$ cat config.mk
export PLATFORM = sky130hd
export DESIGN_NAME = vqueue_flow_flat
export DESIGN_NICKNAME = d
export VERILOG_FILES = /design/src/rtl/vqueue_flow_if.sv /design/src/rtl/vqueue_flow.sv /design/src/flat_wrapper.sv
export SDC_FILE = /design/constraint.sdc
export NUM_CORES = 1
export LEC_CHECK = 0
export ABC_AREA = 1
export BUFFER_PORTS_ARGS = -buffer_cell sky130_fd_sc_hd__buf_2
export CAP_MARGIN = 20
export CELL_PAD_IN_SITES_DETAIL_PLACEMENT = 0
export CELL_PAD_IN_SITES_GLOBAL_PLACEMENT = 1
export CORE_MARGIN = 3
export CORE_UTILIZATION = 43
export DETAILED_ROUTE_END_ITERATION = 6
export MAX_ROUTING_LAYER = met4
export PLACE_DENSITY_LB_ADDON = 0.1
export SYNTH_ARGS = -nofsm -noshare
export SYNTH_HDL_FRONTEND = slang
export SYNTH_SLANG_ARGS = --single-unit
$ cat constraint.sdc
create_clock -name clk -period 3.05 [get_ports clk]
set_input_delay 0.1525 -clock clk [delete_from_list [all_inputs] [get_ports clk]]
set_output_delay 0.1525 -clock clk [all_outputs]
set_load 0.01 [all_outputs]
$ cat src/rtl/vqueue_flow_if.sv
// vqueue_flow_if: enqueue/dequeue handshake bundle for vqueue_flow.
//   enq_en/enq_msg  -> queue    enq_rdy         <- queue
//   deq_en          -> queue    deq_rdy/deq_msg <- queue
// Modports: master (producer/consumer side), slave (queue side).
interface vqueue_flow_if #(
  parameter int unsigned data_width = 32
);
  logic                  enq_en;
  logic                  enq_rdy;
  logic [data_width-1:0] enq_msg;
  logic                  deq_en;
  logic                  deq_rdy;
  logic [data_width-1:0] deq_msg;

  modport master (
    output enq_en, enq_msg, deq_en,
    input  enq_rdy, deq_rdy, deq_msg
  );

  modport slave (
    input  enq_en, enq_msg, deq_en,
    output enq_rdy, deq_rdy, deq_msg
  );
endinterface

$ cat src/rtl/vqueue_flow.sv
// vqueue_flow: register-based FIFO with compile-time flow mode.
//   mode 0 normal : enq->deq latency 1.
//   mode 1 pipe   : enqueue accepted when full if a dequeue happens the same cycle.
//   mode 2 bypass : when empty, enq_msg passes straight to deq_msg in the same cycle.
// Any depth >= 1 (non-power-of-2 supported).
// Ports:
//   clk    clock, all state on posedge
//   reset  synchronous, active-high
//   count  entries currently stored (bypassed messages never counted)
//   err    sticky protocol-violation flag
//   q      vqueue_flow_if.slave handshake bundle
// Optional feature: define VQUEUE_FLOW_GUARD_EN to ignore en while rdy=0 and flag it on err.
// Without it, err is tied 0 and raw en drives the pointer/count logic.
module vqueue_flow #(
  parameter int unsigned data_width  = 32,
  parameter int unsigned num_entries = 2,
  parameter int unsigned mode        = 0,
  parameter int unsigned count_width = $clog2(num_entries + 1)
) (
  input  logic                   clk,
  input  logic                   reset,
  output logic [count_width-1:0] count,
  output logic                   err,
  vqueue_flow_if.slave           q
);

  localparam int unsigned addr_width = (num_entries == 1) ? 1 : $clog2(num_entries);
  localparam bit pipe_mode   = (mode == 1);
  localparam bit bypass_mode = (mode == 2);
  localparam logic [addr_width-1:0]  last_ptr   = addr_width'(num_entries - 1);
  localparam logic [count_width-1:0] full_count = count_width'(num_entries);

  if (mode > 2) begin : gen_bad_mode
    $error("vqueue_flow: illegal mode %0d (must be 0, 1 or 2)", mode);
  end

  logic [addr_width-1:0]  enq_ptr_q, enq_ptr_d;
  logic [addr_width-1:0]  deq_ptr_q, deq_ptr_d;
  logic [count_width-1:0] count_q, count_d;
  logic [data_width-1:0]  data_q [num_entries];
  logic [data_width-1:0]  head;

  logic empty, full;
  logic enq_fire, deq_fire;
  logic pass_through, do_write, do_read;

  assign empty = (count_q == '0);
  assign full  = (count_q == full_count);
  assign count = count_q;

  // Explicit compare mux keeps the read port clean for non-power-of-2 depths.
  always_comb begin
    head = '0;
    for (int unsigned i = 0; i < num_entries; i++) begin
      if (deq_ptr_q == addr_width'(i)) head = data_q[i];
    end
  end

  always_comb begin
    q.enq_rdy = !full;
    if (pipe_mode) q.enq_rdy = !full | q.deq_en;
    q.deq_rdy = !empty;
    if (bypass_mode) q.deq_rdy = !empty | q.enq_en;
    q.deq_msg = head;
    if (bypass_mode && empty) q.deq_msg = q.enq_msg;
  end

`ifdef VQUEUE_FLOW_GUARD_EN
  logic err_q, err_d;

  assign enq_fire = q.enq_en & q.enq_rdy;
  assign deq_fire = q.deq_en & q.deq_rdy;
  assign err_d    = err_q | (q.enq_en & ~q.enq_rdy) | (q.deq_en & ~q.deq_rdy);
  assign err      = err_q;

  always_ff @(posedge clk) begin
    if (reset) err_q <= 1'b0;
    else       err_q <= err_d;
  end
`else
  assign enq_fire = q.enq_en;
  assign deq_fire = q.deq_en;
  assign err      = 1'b0;
`endif

  // Bypass with an empty queue hands the message straight through; storage is untouched.
  assign pass_through = bypass_mode & empty & enq_fire & deq_fire;
  assign do_write     = enq_fire & ~pass_through;
  assign do_read      = deq_fire & ~pass_through;

  always_comb begin
    enq_ptr_d = enq_ptr_q;
    deq_ptr_d = deq_ptr_q;
    count_d   = count_q;
    if (do_write) enq_ptr_d = (enq_ptr_q == last_ptr) ? '0 : enq_ptr_q + addr_width'(1);
    if (do_read)  deq_ptr_d = (deq_ptr_q == last_ptr) ? '0 : deq_ptr_q + addr_width'(1);
    case ({do_write, do_read})
      2'b10:   count_d = count_q + count_width'(1);
      2'b01:   count_d = count_q - count_width'(1);
      default: count_d = count_q;
    endcase
  end

  always_ff @(posedge clk) begin
    if (reset) begin
      enq_ptr_q <= '0;
      deq_ptr_q <= '0;
      count_q   <= '0;
    end else begin
      enq_ptr_q <= enq_ptr_d;
      deq_ptr_q <= deq_ptr_d;
      count_q   <= count_d;
    end
  end

  // Payload storage is not reset.
  always_ff @(posedge clk) begin
    for (int unsigned i = 0; i < num_entries; i++) begin
      if (do_write && enq_ptr_q == addr_width'(i)) data_q[i] <= q.enq_msg;
    end
  end

endmodule

$ cat src/flat_wrapper.sv
// flat-port wrapper written by rule: the top's interface ports become plain ports
module vqueue_flow_flat 
#(
  parameter int unsigned data_width  = 32,
  parameter int unsigned num_entries = 2,
  parameter int unsigned mode        = 0,
  parameter int unsigned count_width = $clog2(num_entries + 1)
)
  (clk, reset, count, err, q_enq_en, q_enq_msg, q_deq_en, q_enq_rdy, q_deq_rdy, q_deq_msg);
  vqueue_flow_if #(.data_width(data_width)) q_i ();
  input  logic clk;
  input  logic reset;
  output logic [count_width-1:0] count;
  output logic err;
  input wire logic [$bits(q_i.enq_en)-1:0] q_enq_en;
  input wire logic [$bits(q_i.enq_msg)-1:0] q_enq_msg;
  input wire logic [$bits(q_i.deq_en)-1:0] q_deq_en;
  output wire logic [$bits(q_i.enq_rdy)-1:0] q_enq_rdy;
  output wire logic [$bits(q_i.deq_rdy)-1:0] q_deq_rdy;
  output wire logic [$bits(q_i.deq_msg)-1:0] q_deq_msg;
  assign q_i.enq_en = q_enq_en;
  assign q_i.enq_msg = q_enq_msg;
  assign q_i.deq_en = q_deq_en;
  assign q_enq_rdy = q_i.enq_rdy;
  assign q_deq_rdy = q_i.deq_rdy;
  assign q_deq_msg = q_i.deq_msg;
  vqueue_flow #(.data_width(data_width), .num_entries(num_entries), .mode(mode), .count_width(count_width)) u_core (.clk(clk), .reset(reset), .count(count), .err(err), .q(q_i));
endmodule
* Yosys cells after proc, flatten, opt, wreduce, memory -nomap -nowiden
Memory sizes are Yosys's and may differ from the RTL's.
Index checks and enable logic that the tools add are counted.
** Word-level totals
- Word-level logic and storage cells :: 30
- Bits of input ports :: 36
- Memory bits (read-only) :: 0
- Memory bits (writable) :: 64
- Latch bits :: 0
- Output and inout port bits :: 37
- Memories :: 1
- Bits in registers :: 4
** Memories
- u_core.data_q :: words 2, bits a word 32, read ports 2, clocked after Yosys merged registers in 0, write ports 1, RTL line vqueue_flow.sv:40 : logic [data_width-1:0] data_q [num_entries];
** Cells by class
- Multipliers :: 0
- Reductions and logical operators :: 7
- Equal/unequal tests :: 3
- Shifts and indexed selects :: 0
- $add $sub $neg :: 4
- Div/mod/pow operators :: 0
- Order comparisons :: 0
- Mux-type cells :: 11
- Bitwise gates (word level) :: 1
** Operators with widths (count)
- 32-bit two-way mux :: 2
- 32-bit OR reduction :: 1
- 1-bit two-way mux :: 8
- 2-bit equality test (second input constant) :: 2
- 2-bit one-hot mux with 2 select lines :: 1
- 1-bit adder (second input constant) :: 2
- 2-bit by 1-bit adder with 2-bit output (second input constant) :: 1
- 2-bit by 1-bit equality test with 1-bit output (second input constant) :: 1
- 1-bit logical AND :: 2
- 1-bit zero test :: 2
- 2-bit zero test :: 1
- 2-bit nonzero test :: 1
- 2-bit by 1-bit subtractor with 2-bit output (second input constant) :: 1
- 1-bit NOT :: 1

* Logic depth before layout (Yosys ltp)
Gate-level depths: netlist of run 1.
- Depth in word-level cells :: 5
- Depth in mapped cells :: 7
- Depth with buffers taken out :: 7

* Least setup slack after synthesis of run 1
No wires, ideal clock.
- Path type :: flip-flop to flip-flop
- Start point :: reg u_core.enq_ptr_q
- End point :: mem u_core.data_q[0][0], enable pin
- Stages on the path, launching flop included :: 2
- Arrival :: 1.677 ns
- Buffers on the path :: 0
- Clock period less this slack :: 2.098 ns
- Path slack :: 0.952 ns
- Cell sequence :: dfxtp_1 -> nor2_1
** Between the ends
- Word-level cells in the longest chain between the ends :: 5
- Elaborated cells between the ends (all ways) :: 10
** RTL lines
- start, declared :: RTL line vqueue_flow.sv:37 : logic [addr_width-1:0] enq_ptr_q, enq_ptr_d;
- start signal, assigned :: RTL line vqueue_flow.sv:110 : enq_ptr_q <= enq_ptr_d;
- 1-bit logical AND or 1-bit NOT (tied branches) :: RTL line vqueue_flow.sv:119 : if (do_write && enq_ptr_q == addr_width'(i)) data_q[i] <= q.enq_msg;
- 1-bit two-way mux or 1-bit logical AND (tied branches) :: RTL line vqueue_flow.sv:119
- 1-bit two-way mux (implied by the code) :: RTL line vqueue_flow.sv:119
- 32-bit OR reduction (no source line) or 1-bit two-way mux (tied branches)
- 1-bit two-way mux (no source line)
- end, declared :: RTL line vqueue_flow.sv:40
Several ways; a longest one is shown, not always the timed one.

* Final worst setup path of run 1
- Start point :: reg u_core.deq_ptr_q
- End point :: out q_deq_msg[8]
** Between the ends
- Word-level cells in the longest chain between the ends :: 1
** RTL lines
- start, declared :: RTL line vqueue_flow.sv:38 : logic [addr_width-1:0] deq_ptr_q, deq_ptr_d;
- start signal, assigned :: RTL line vqueue_flow.sv:111 : deq_ptr_q <= deq_ptr_d;
- 32-bit two-way mux :: RTL line vqueue_flow.sv:55 : if (deq_ptr_q == addr_width'(i)) head = data_q[i];
- end, declared :: RTL line flat_wrapper.sv:20 : output wire logic [$bits(q_i.deq_msg)-1:0] q_deq_msg;
Every way passes these cells.

==> results.yml, run 1 <==
placement:
  place_area_um2: 3070
  dp.final_hpwl_mm: 2.92
  dp_slack_ns: 1.28
  finalWeightedCongestion: 0.763
  portBuffers: 71
clock_tree:
  post_cts_resize_count: 0
  cts_buffers: 9
  clock_latency_ns: 0.33
  cts_sinks: 68
  cts_max_path_buffers: 2
  clkSlewWorstSetupHoldPaths_ns: 0.07
  htree_levels: 3
  clock-root-buffer: "clkbuf_8"
  postCtsSetupRepairBufs: 0
  cts_tree: "built"
setup_path:
  crit_chain: "mux2_2, buf_2"
  r2r_setup_slack_ns: 1.51
  rr_worst_depth: 3
  cp.arrival_ns: 1.94
  critPathCaptureType: "output port"
  regToRegStartpoint: "u_core.deq_ptr_q$_SDFFE_PP0P_"
  cpMaxStageDelayCell: "dfxtp_2"
  cp_top_family: "flip-flops"
  r2r-end: "u_core.deq_ptr_q$_SDFFE_PP0P_"
  crit_type: "flip-flop to output port"
  critPathLaunchType: "flip-flop"
  slowest_delay_ns: 1.02
  worstPathMaxFanout: 33
  path_buf_inv: 1
  critPathRequiredTime_ns: 2.90
power:
  ir_worst_vdd_mv: 0.407
  power_density_nw_per_um2: 582
  p_leak_nw: 1.36
floorplanning:
  core_um2: 5960
  die_x_um: 84.9
  row_count: 28
  ios: 73
  die_h_um: 84.9
  die-area_um2: 7200
  start_util_pct: 44.9
routing:
  wl_per_cell_um: 14.4
  wl_met3_um: 301
  ant_nets: 0
  wl_mm: 4.33
  vias: 1388
  wl_met2_mm: 2.34
  wirelength_met1_mm: 1.63
  drc: 0
  routed.top_layer: "met4"
  dr.pass1.iters: 4
  viasPerCell: 4.63
  dr.first_iter.drc_count: 60
logic_synthesis:
  synth-seq-area-share_pct: 74.9
  ys_warn_count: 0
  netlist_instances: 132
  post_synth_instance_area_um2: 2670
  ys_types: 18
  yosys_register_bits: 68
  avgSynthCellArea_um2: 20.3
  synth_nets: 169
cells_and_area:
  layout-drive-gt1-share_pct: 53.3
  nets: 258
  final_area_um2: 3320
  area_growth_syn_to_layout_pct: 24.1
  n_antenna_cell: 0
  fin_util_pct: 55.7
sta:
  drv_slew: 0
  max_freq_mhz: 479
  fin_crit_ns: 2.09
  hold_viol: 0
  slew_headroom_pct: 29.1
  rsz0062_at_grt: "no"
  finalSetupTns_ns: 0
  fin_crit_sh_pct: 68.5
  worst_clock_skew_ns: 0.00686
  tightest_slew_ns: 1.06
  finalSetupViolCount: 0
  timing.hold.ws_ns: 0.0162
  fin_ws_ns: 0.962
global_routing:
  grtUsageTotal_pct: 13.4
  antenna_found_initial: 0
  grt_pass1_vias: 1529
  grt_pass1_wl_mm: 6.97
  grt_max_degree: 34
  grt_remaining_overflow: 0
min_path:
  min-delay-start: "q_enq_msg[17]"
  hold_class: "input port to flip-flop"
  min_to: "u_core.data_q[0][49]$_DFFE_PP_"
  holdPathStages: 1
run:
  maxCapViolCount: 0
run_status:
  outcome: "finished clean"
==> area by class of cell <==
cell class | count | area [um2]
Clock buffer | 12 | 135
Clock inverter | 3 | 15.0
Fill cell | 521 | 2640
Inverter | 6 | 22.5
Multi-Input combinational cell | 53 | 578
Sequential cell | 68 | 2000
Tap cell | 75 | 93.8
Timing Repair Buffer | 83 | 470
==> per-layer routing <==
| layer | up-vias | track usage [%] |
|---|---|---|
| met5 | - | - |
| met2 | 46 | 22.0 |
| met3 | 6 | 4.27 |
| met4 | 0 | 7.77 |
| li1 | 668 | - |
| met1 | 668 | 14.2 |
==> per-stage QoR <==
stage	instances	power (mW)
2_1_floorplan	132	1.29
3_3_place_gp	275	1.36
3_5_place_dp	275	1.37
4_1_cts	299	1.96
5_1_grt	300	2.03
6_report	300	1.93
==> sequential cells by signal, indices dropped and copies added, names as in the netlist <==
signal,count
u_core.data_q,64
u_core.count,2
u_core.deq_ptr_q,1
u_core.enq_ptr_q,1
==> worst max path at each step <==
stage,slack [ns],cells past startpoint,start,end
2_1_floorplan,0.95,1,u_core.enq_ptr_q$_SDFFE_PP0P_,u_core.data_q[0][0]$_DFFE_PP_
3_3_place_gp,1.30,2,u_core.deq_ptr_q$_SDFFE_PP0P_,q_deq_msg[9]
3_5_place_dp,1.28,2,u_core.deq_ptr_q$_SDFFE_PP0P_,q_deq_msg[8]
4_1_cts,0.91,2,u_core.deq_ptr_q$_SDFFE_PP0P_,q_deq_msg[9]
5_1_grt,0.83,2,u_core.deq_ptr_q$_SDFFE_PP0P_,q_deq_msg[31]
6_report,0.96,2,u_core.deq_ptr_q$_SDFFE_PP0P_,q_deq_msg[8]
==> cells by family (layout without fill, tap and decap cells) <==
group	Yosys count	in the layout	synth area share, %
compound gates	2	2	0.374
fa+ha+maj	1	1	0.468
other cells	1	1	0.140
mux	32	32	17.5
simple gates	16	16	2.48
xor+xnor	1	1	0.328
buf+inv	11	104	3.79
flops	68	68	74.9
==> synth_stat cells <==
master / n / area share [%]
nor2_1: 7 / 0.98
conb_1: 1 / 0.14
dfxtp_1: 4 / 3.0
mux2_2: 3 / 1.3
a21oi_1: 1 / 0.19
nand2_1: 6 / 0.84
xnor2_1: 1 / 0.33
edfxtp_1: 64 / 72
buf_12: 3 / 2.2
buf_6: 1 / 0.42
inv_1: 6 / 0.84
mux2_4: 29 / 16
nor3_1: 1 / 0.19
or2_2: 1 / 0.23
nand4_1: 1 / 0.23
o21ai_0: 1 / 0.19
ha_1: 1 / 0.47
buf_4: 1 / 0.28
==> repair_timing <==
action | 4_1_cts | 5_1_grt
hold buffers | 9 | 1
endpoints found under the setup margin | 0 | 0
hold endpoints to repair | 17 | 2
==> power breakdown <==
group          leakage (nW)  switching (mW)  internal (mW)
Sequential            0.634          0.0380           1.08
Combinational         0.642           0.100          0.138
Clock                0.0800           0.289          0.287
==> placed cells by master, fill, tap and decap left out <==
cell type / count
buf_2: 71
edfxtp_1: 64
mux2_4: 29
dlygate4sd3_1: 10
clkbuf_8: 9
inv_1: 6
nand2_1: 6
nor2_1: 6
mux2_2: 3
clkinv_2: 3
clkbuf_1: 3
dfxtp_1: 3
buf_4: 2
or2_2: 1
nor2_4: 1
nand4_1: 1
xnor2_1: 1
nor3_1: 1
o21ai_0: 1
a21oi_1: 1
ha_1: 1
conb_1: 1
dfxtp_2: 1
Power figures use the tool's default switching activity.
==> inputs of run 2 (changes only) <==
ABC_AREA = 0   (was 1)
CORE_UTILIZATION = 42   (was 43)
clock period = 2.1 ns   (was 3.05 ns; I/O delays follow)
==> run 2 against run 1 <==
  * Clock skew decreased by 0.00052 ns
  * Via count increased by 2.4%
  * Count of clock-buffer cells in the layout decreased by 1
  * Power rose by 46%
  * Setup slack worse by 0.56 ns
  * Design area increased by 4.1%
  * Sequential power is 44% higher
  * Critical path type unchanged
==> results.yml, run 2 <==
run_status:
  outcome: "finished clean"
cells_and_area:
  area_growth_syn_to_layout_pct: 38.4
  nets: 273
  n_antenna_cell: 0
  layout_commonest_cell: "buf_2"
  num-fill-cells: 433
  largest_reg_flops: 64
  final_cells: 312
  layout-drive-gt1-share_pct: 36.7
  regMostFlops: "u_core.data_q"
  layout_common_cells: "71 x buf_2, 64 x edfxtp_1, 33 x dlygate4sd3_1"
  fin_util_pct: 61.3
logic_synthesis:
  synthTopCellsByArea: "edfxtp_1 77%, mux2_1 14%, dfxtp_1 3.2%, xnor2_1 1.1%, buf_2 0.60%"
  synthArstFlopShare_pct: 0
  ys_types: 17
  yosysTopAreaCellShare_pct: 77.0
  synth-main-ff-cell: "edfxtp_1"
  synth_top_area_cell: "edfxtp_1"
  post_synth_instance_area_um2: 2500
  yosys_register_bits: 68
  synth_edf_count: 64
  ys_top_cells_by_count: "64 x edfxtp_1, 32 x mux2_1, 4 x dfxtp_1, 4 x nor2_1"
  synth_nets: 159
  avgSynthCellArea_um2: 20.5
  yosysMostFrequentCell: "edfxtp_1"
  ys_warn_count: 0
  synth-seq-area-share_pct: 80.2
  netlist_instances: 122
clock_tree:
  cts_buffers: 9
  htree_levels: 3
  clock_latency_ns: 0.32
  cts_tree: "built"
  postCtsSetupRepairBufs: 0
  clkSlewWorstSetupHoldPaths_ns: 0.07
  clock-root-buffer: "clkbuf_8"
  cts_sinks: 68
  cts_max_path_buffers: 2
min_path:
  min-delay-start: "q_deq_en"
  min_to: "u_core.deq_ptr_q$_SDFFE_PP0P_"
  holdPathStages: 3
  hold_class: "input port to flip-flop"
routing:
  drc: 0
  dr.pass1.iters: 2
  wl_mm: 4.24
  wl_per_cell_um: 13.6
  viasPerCell: 4.55
  dr.first_iter.drc_count: 31
  vias: 1421
  ant_nets: 0
sta:
  finalSetupViolCount: 0
  timing.hold.ws_ns: 0.0564
  worst_clock_skew_ns: 0.00633
  drv_slew: 0
  rsz0062_at_grt: "no"
  max_freq_mhz: 590
  fin_crit_sh_pct: 80.7
  hold_viol: 0
  fin_crit_ns: 1.69
  finalSetupTns_ns: 0
setup_path:
  critPathCaptureType: "output port"
  critPathRequiredTime_ns: 2.00
  regToRegStartpoint: "u_core.enq_ptr_q$_SDFFE_PP0P_"
  crit_chain: "buf_12, mux2_1, buf_2"
  r2r_setup_slack_ns: 0.84
  rr_worst_depth: 2
  slowest_delay_ns: 0.56
  worstPathMaxFanout: 20
  crit_type: "flip-flop to output port"
  critPathLaunchType: "flip-flop"
  cp.arrival_ns: 1.59
  cpMaxStageDelayCell: "dfxtp_2"
  r2r-end: "u_core.data_q[0][8]$_DFFE_PP_"
floorplanning:
  die_x_um: 83.1
  row_count: 27
  die_h_um: 83.1
  start_util_pct: 44.3
  ios: 73
  core_um2: 5640
  die-area_um2: 6910
global_routing:
  grt_max_degree: 21
  grtUsageTotal_pct: 13.7
  grt_pass1_vias: 1613
  use_met1_pct: 14.6
  grt_remaining_overflow: 0
  grt_pass1_wl_mm: 7.20
  grt-busiest-layer: "met2"
  grt.met3_usage_pct: 3.57
  use_met2_pct: 23.5
  antenna_found_initial: 0
power:
  combPwrFrac_pct: 13.2
  power_mw: 2.81
  p_leak_nw: 1.33
  ir_worst_vdd_mv: 0.587
  clockPowerShare_pct: 29.5
  power_density_nw_per_um2: 814
  power.internal_mw: 2.18
  swShare_pct: 22.4
  p_seq_share_pct: 57.4
  power.switching_uw: 629
placement:
  finalWeightedCongestion: 0.728
  portBuffers: 71
  dp.final_hpwl_mm: 2.95
  post-place-cells: 264
run:
  maxCapViolCount: 0
==> run 2: cell count changes after synthesis, sizes merged, moves of 2 or more <==
cell,before,now
xnor2,1,3
nor2,7,4
nand2,6,0
inv,6,1
==> run 2: layout make-up <==
type | instances | area [um2] | area share (%)
Sequential cell | 68 | 2000 | 58.0
Timing Repair Buffer | 108 | 741 | 21.4
Multi-Input combinational cell | 48 | 469 | 13.6
Clock buffer | 11 | 131 | 3.80
Tap cell | 72 | 90.1 | 2.61
Clock inverter | 4 | 17.5 | 0.507
Inverter | 1 | 3.75 | 0.109
==> run 2: worst max path at each step <==
stage                     slack [ns]  cells after the start                            end                           from
after floorplan                 0.52                      1  u_core.data_q[0][0]$_DFFE_PP_  u_core.enq_ptr_q$_SDFFE_PP0P_
after global placement          0.74                      3                  q_deq_msg[13]  u_core.deq_ptr_q$_SDFFE_PP0P_
after detailed placement        0.71                      3                  q_deq_msg[13]  u_core.deq_ptr_q$_SDFFE_PP0P_
after CTS                       0.35                      3                  q_deq_msg[13]  u_core.deq_ptr_q$_SDFFE_PP0P_
after global routing            0.31                      3                  q_deq_msg[27]  u_core.deq_ptr_q$_SDFFE_PP0P_
final                           0.41                      3                  q_deq_msg[27]  u_core.deq_ptr_q$_SDFFE_PP0P_
==> run 2: cells by family after synthesis <==
group / after synthesis / synth area share, %
xor gates and xnor gates: 4 / 1.40
muxes: 32 / 14.4
and+or+nand+nor: 8 / 1.60
adders and majority gates: 1 / 0.501
DFF: 68 / 80.2
other: 1 / 0.150
buffers and inverters: 6 / 1.35
AOI/OAI and AO/OA: 2 / 0.400
==> run 2: power groups by stage <==
| stage | combinational (mW) | clock, mW | sequential [mW] |
|---|---|---|---|
| global placement | 0.324 | 0 | 1.64 |
| detailed placement | 0.330 | 0 | 1.64 |
| CTS | 0.380 | 0.858 | 1.62 |
| global route | 0.409 | 0.906 | 1.62 |
| finish | 0.370 | 0.829 | 1.61 |
| floorplan | 0.183 | 0 | 1.63 |
==> run 2: per-layer routing <==
| layer | routed length, um | up-vias |
|---|---|---|
| met2 | 2240 | 41 |
| met5 | 0 | - |
| met1 | 1730 | 681 |
| met3 | 205 | 6 |
| li1 | - | 693 |
| met4 | 59 | 0 |
==> run 2: stage by stage <==
stage / setup WS [ns] / area (um2)
after floorplan: 0.517 / 2500
after CTS: 0.351 / 3460
after detailed placement: 0.712 / 2980
final: 0.406 / 3460
after global placement: 0.741 / 2980
after global routing: 0.312 / 3460
==> run 2: timing repair <==
action                    CTS  global route
hold endpoints to repair   68             0
resized for setup           0             0
hold buffers               33             0
==> run 2: worst max-delay path: cells and delay by family (launching register included) <==
kind / cells / cell delay, ns
flip-flops: 1 / 0.56
multiplexers: 1 / 0.34
buffers and inverters: 2 / 0.36
==> inputs of run 3 (changes only) <==
CORE_UTILIZATION = 38   (was 42)
clock period = 1.5 ns   (was 2.1 ns; I/O delays follow)
==> run 3 against run 2 <==
  * Setup slack lost 0.37 ns
  * Design area is 4.1% higher
  * Global-route usage increased by 0.22 points
  * Non-clock buffer count rose by 4
  * Die area rose by 9.8%
  * Combinational power up 69%
  * Register-to-register slack worse by 0.53 ns
  * Wire length increased by 16%
==> results.yml, run 3 (synthesis gave the netlist of run 2 again) <==
run:
  maxCapViolCount: 0
routing:
  drc: 0
  vias: 1443
  wl_per_cell_um: 15.4
  wl_mm: 4.90
  dr.first_iter.drc_count: 55
  dr.pass1.iters: 5
  viasPerCell: 4.52
  ant_nets: 0
clock_tree:
  cts_max_path_buffers: 2
  cts_buffers: 9
  cts_tree: "built"
  clock-root-buffer: "clkbuf_8"
  postCtsSetupRepairBufs: 0
  clock_latency_ns: 0.33
  cts_sinks: 68
  htree_levels: 3
  clkSlewWorstSetupHoldPaths_ns: 0.07
sta:
  fin_ws_ns: 0.0331
  drv_slew: 0
  worst_clock_skew_ns: 0.00799
  fin_crit_ns: 1.47
  fin_crit_sh_pct: 97.8
  rsz0062_at_grt: "yes"
  finalSetupViolCount: 0
  hold_viol: 0
  max_freq_mhz: 682
  finalSetupTns_ns: 0
power:
  p_leak_nw: 1.43
  power_mw: 4.08
  power_density_nw_per_um2: 1130
  ir_worst_vdd_mv: 0.583
setup_path:
  slowest_delay_ns: 0.42
  cpMaxStageDelayCell: "dfxtp_4"
  cp.arrival_ns: 1.39
  crit_chain: "clkbuf_16, mux2_1, buf_2"
  critPathLaunchType: "flip-flop"
  worstPathMaxFanout: 9
  critPathRequiredTime_ns: 1.42
  cp_top_family: "flip-flops"
  crit_type: "flip-flop to output port"
  critPathCaptureType: "output port"
  path_buf_inv: 2
cells_and_area:
  layout-drive-gt1-share_pct: 46.3
  fin_util_pct: 58.7
  regMostFlops: "u_core.data_q"
  largest_reg_flops: 64
  area_growth_syn_to_layout_pct: 44.0
  layout_commonest_cell: "buf_2"
  nets: 277
  n_antenna_cell: 0
  layout_common_cells: "71 x buf_2, 64 x edfxtp_1, 33 x dlygate4sd3_1"
  final_area_um2: 3600
global_routing:
  grt_remaining_overflow: 0
  grt_pass1_vias: 1607
  grt_max_degree: 22
  grt_pass1_wl_mm: 7.43
  grtUsageTotal_pct: 13.9
  antenna_found_initial: 0
placement:
  place_area_um2: 2970
  dp_slack_ns: 0.308
  dp.final_hpwl_mm: 3.09
  portBuffers: 71
  finalWeightedCongestion: 0.723
run_status:
  outcome: "finished clean"
floorplanning:
  die_x_um: 87.1
  row_count: 28
  die_h_um: 87.1
  start_util_pct: 40.7
  ios: 73
  die-area_um2: 7580
  core_um2: 6130
min_path:
  hold_class: "input port to flip-flop"
-- run 3: cell types whose count changed in the layout (fill, tap and decap cells not counted), sizes merged --
cell / before / now
buf: 75 / 77
clkinv: 4 / 5
clkinvlp: 0 / 1
-- run 3: power by group --
group	total, mW	switching, mW	internal [mW]
Clock	1.20	0.622	0.574
Sequential	2.26	0.0461	2.21
Combinational	0.627	0.280	0.347
-- run 3: worst paths after layout --
check,from,endpoint,slack (ns),depth (start not counted)
setup / recovery,u_core.deq_ptr_q$_SDFFE_PP0P_,q_deq_msg[17],0.03,3
hold / removal,q_deq_en,u_core.deq_ptr_q$_SDFFE_PP0P_,0.02,3
setup reg to reg,u_core.enq_ptr_q$_SDFFE_PP0P_,u_core.data_q[0][48]$_DFFE_PP_,0.31,2
hold reg to reg,u_core.count[1]$_SDFFE_PP0P_,u_core.count[1]$_SDFFE_PP0P_,0.53,2
-- run 3: timing repair --
action / in CTS / in global routing
resized for setup: 3 / 23
hold buffers: 33 / 0
gates cloned: 0 / 2
setup endpoints to repair: 21 / 17
hold endpoints to repair: 68 / 0
-- run 3: worst reg2reg max path, stage by stage (launching register included) --
cell and delay (ns):
dfxtp_1 0.41, and2_2 0.18, buf_4 0.28
-- run 3: metal layers --
layer / up-vias / GRT usage, % / routed length (um)
met5: - / - / 0
met4: 0 / 7.65 / 74
met3: 7 / 3.69 / 266
met2: 52 / 22.8 / 2480
met1: 686 / 15.4 / 2080
li1: 698 / - / -
-- run 3: final cells by class --
type	instances	area, um2
clock buffer	9	124
inverter	1	3.75
clock inverter	6	32.5
fill	477	2530
sequential	68	2010
tap	75	93.8
timing repair buffer	112	806
multi-input combinational	48	531
-- run 3: through the flow --
step / hold slack [ns] / std cells
3_5_place_dp: 0.267 / 269
2_1_floorplan: 0.144 / 122
3_3_place_gp: 0.262 / 269
4_1_cts: 0.00725 / 317
5_1_grt: 0.0139 / 319
6_report: 0.0217 / 319
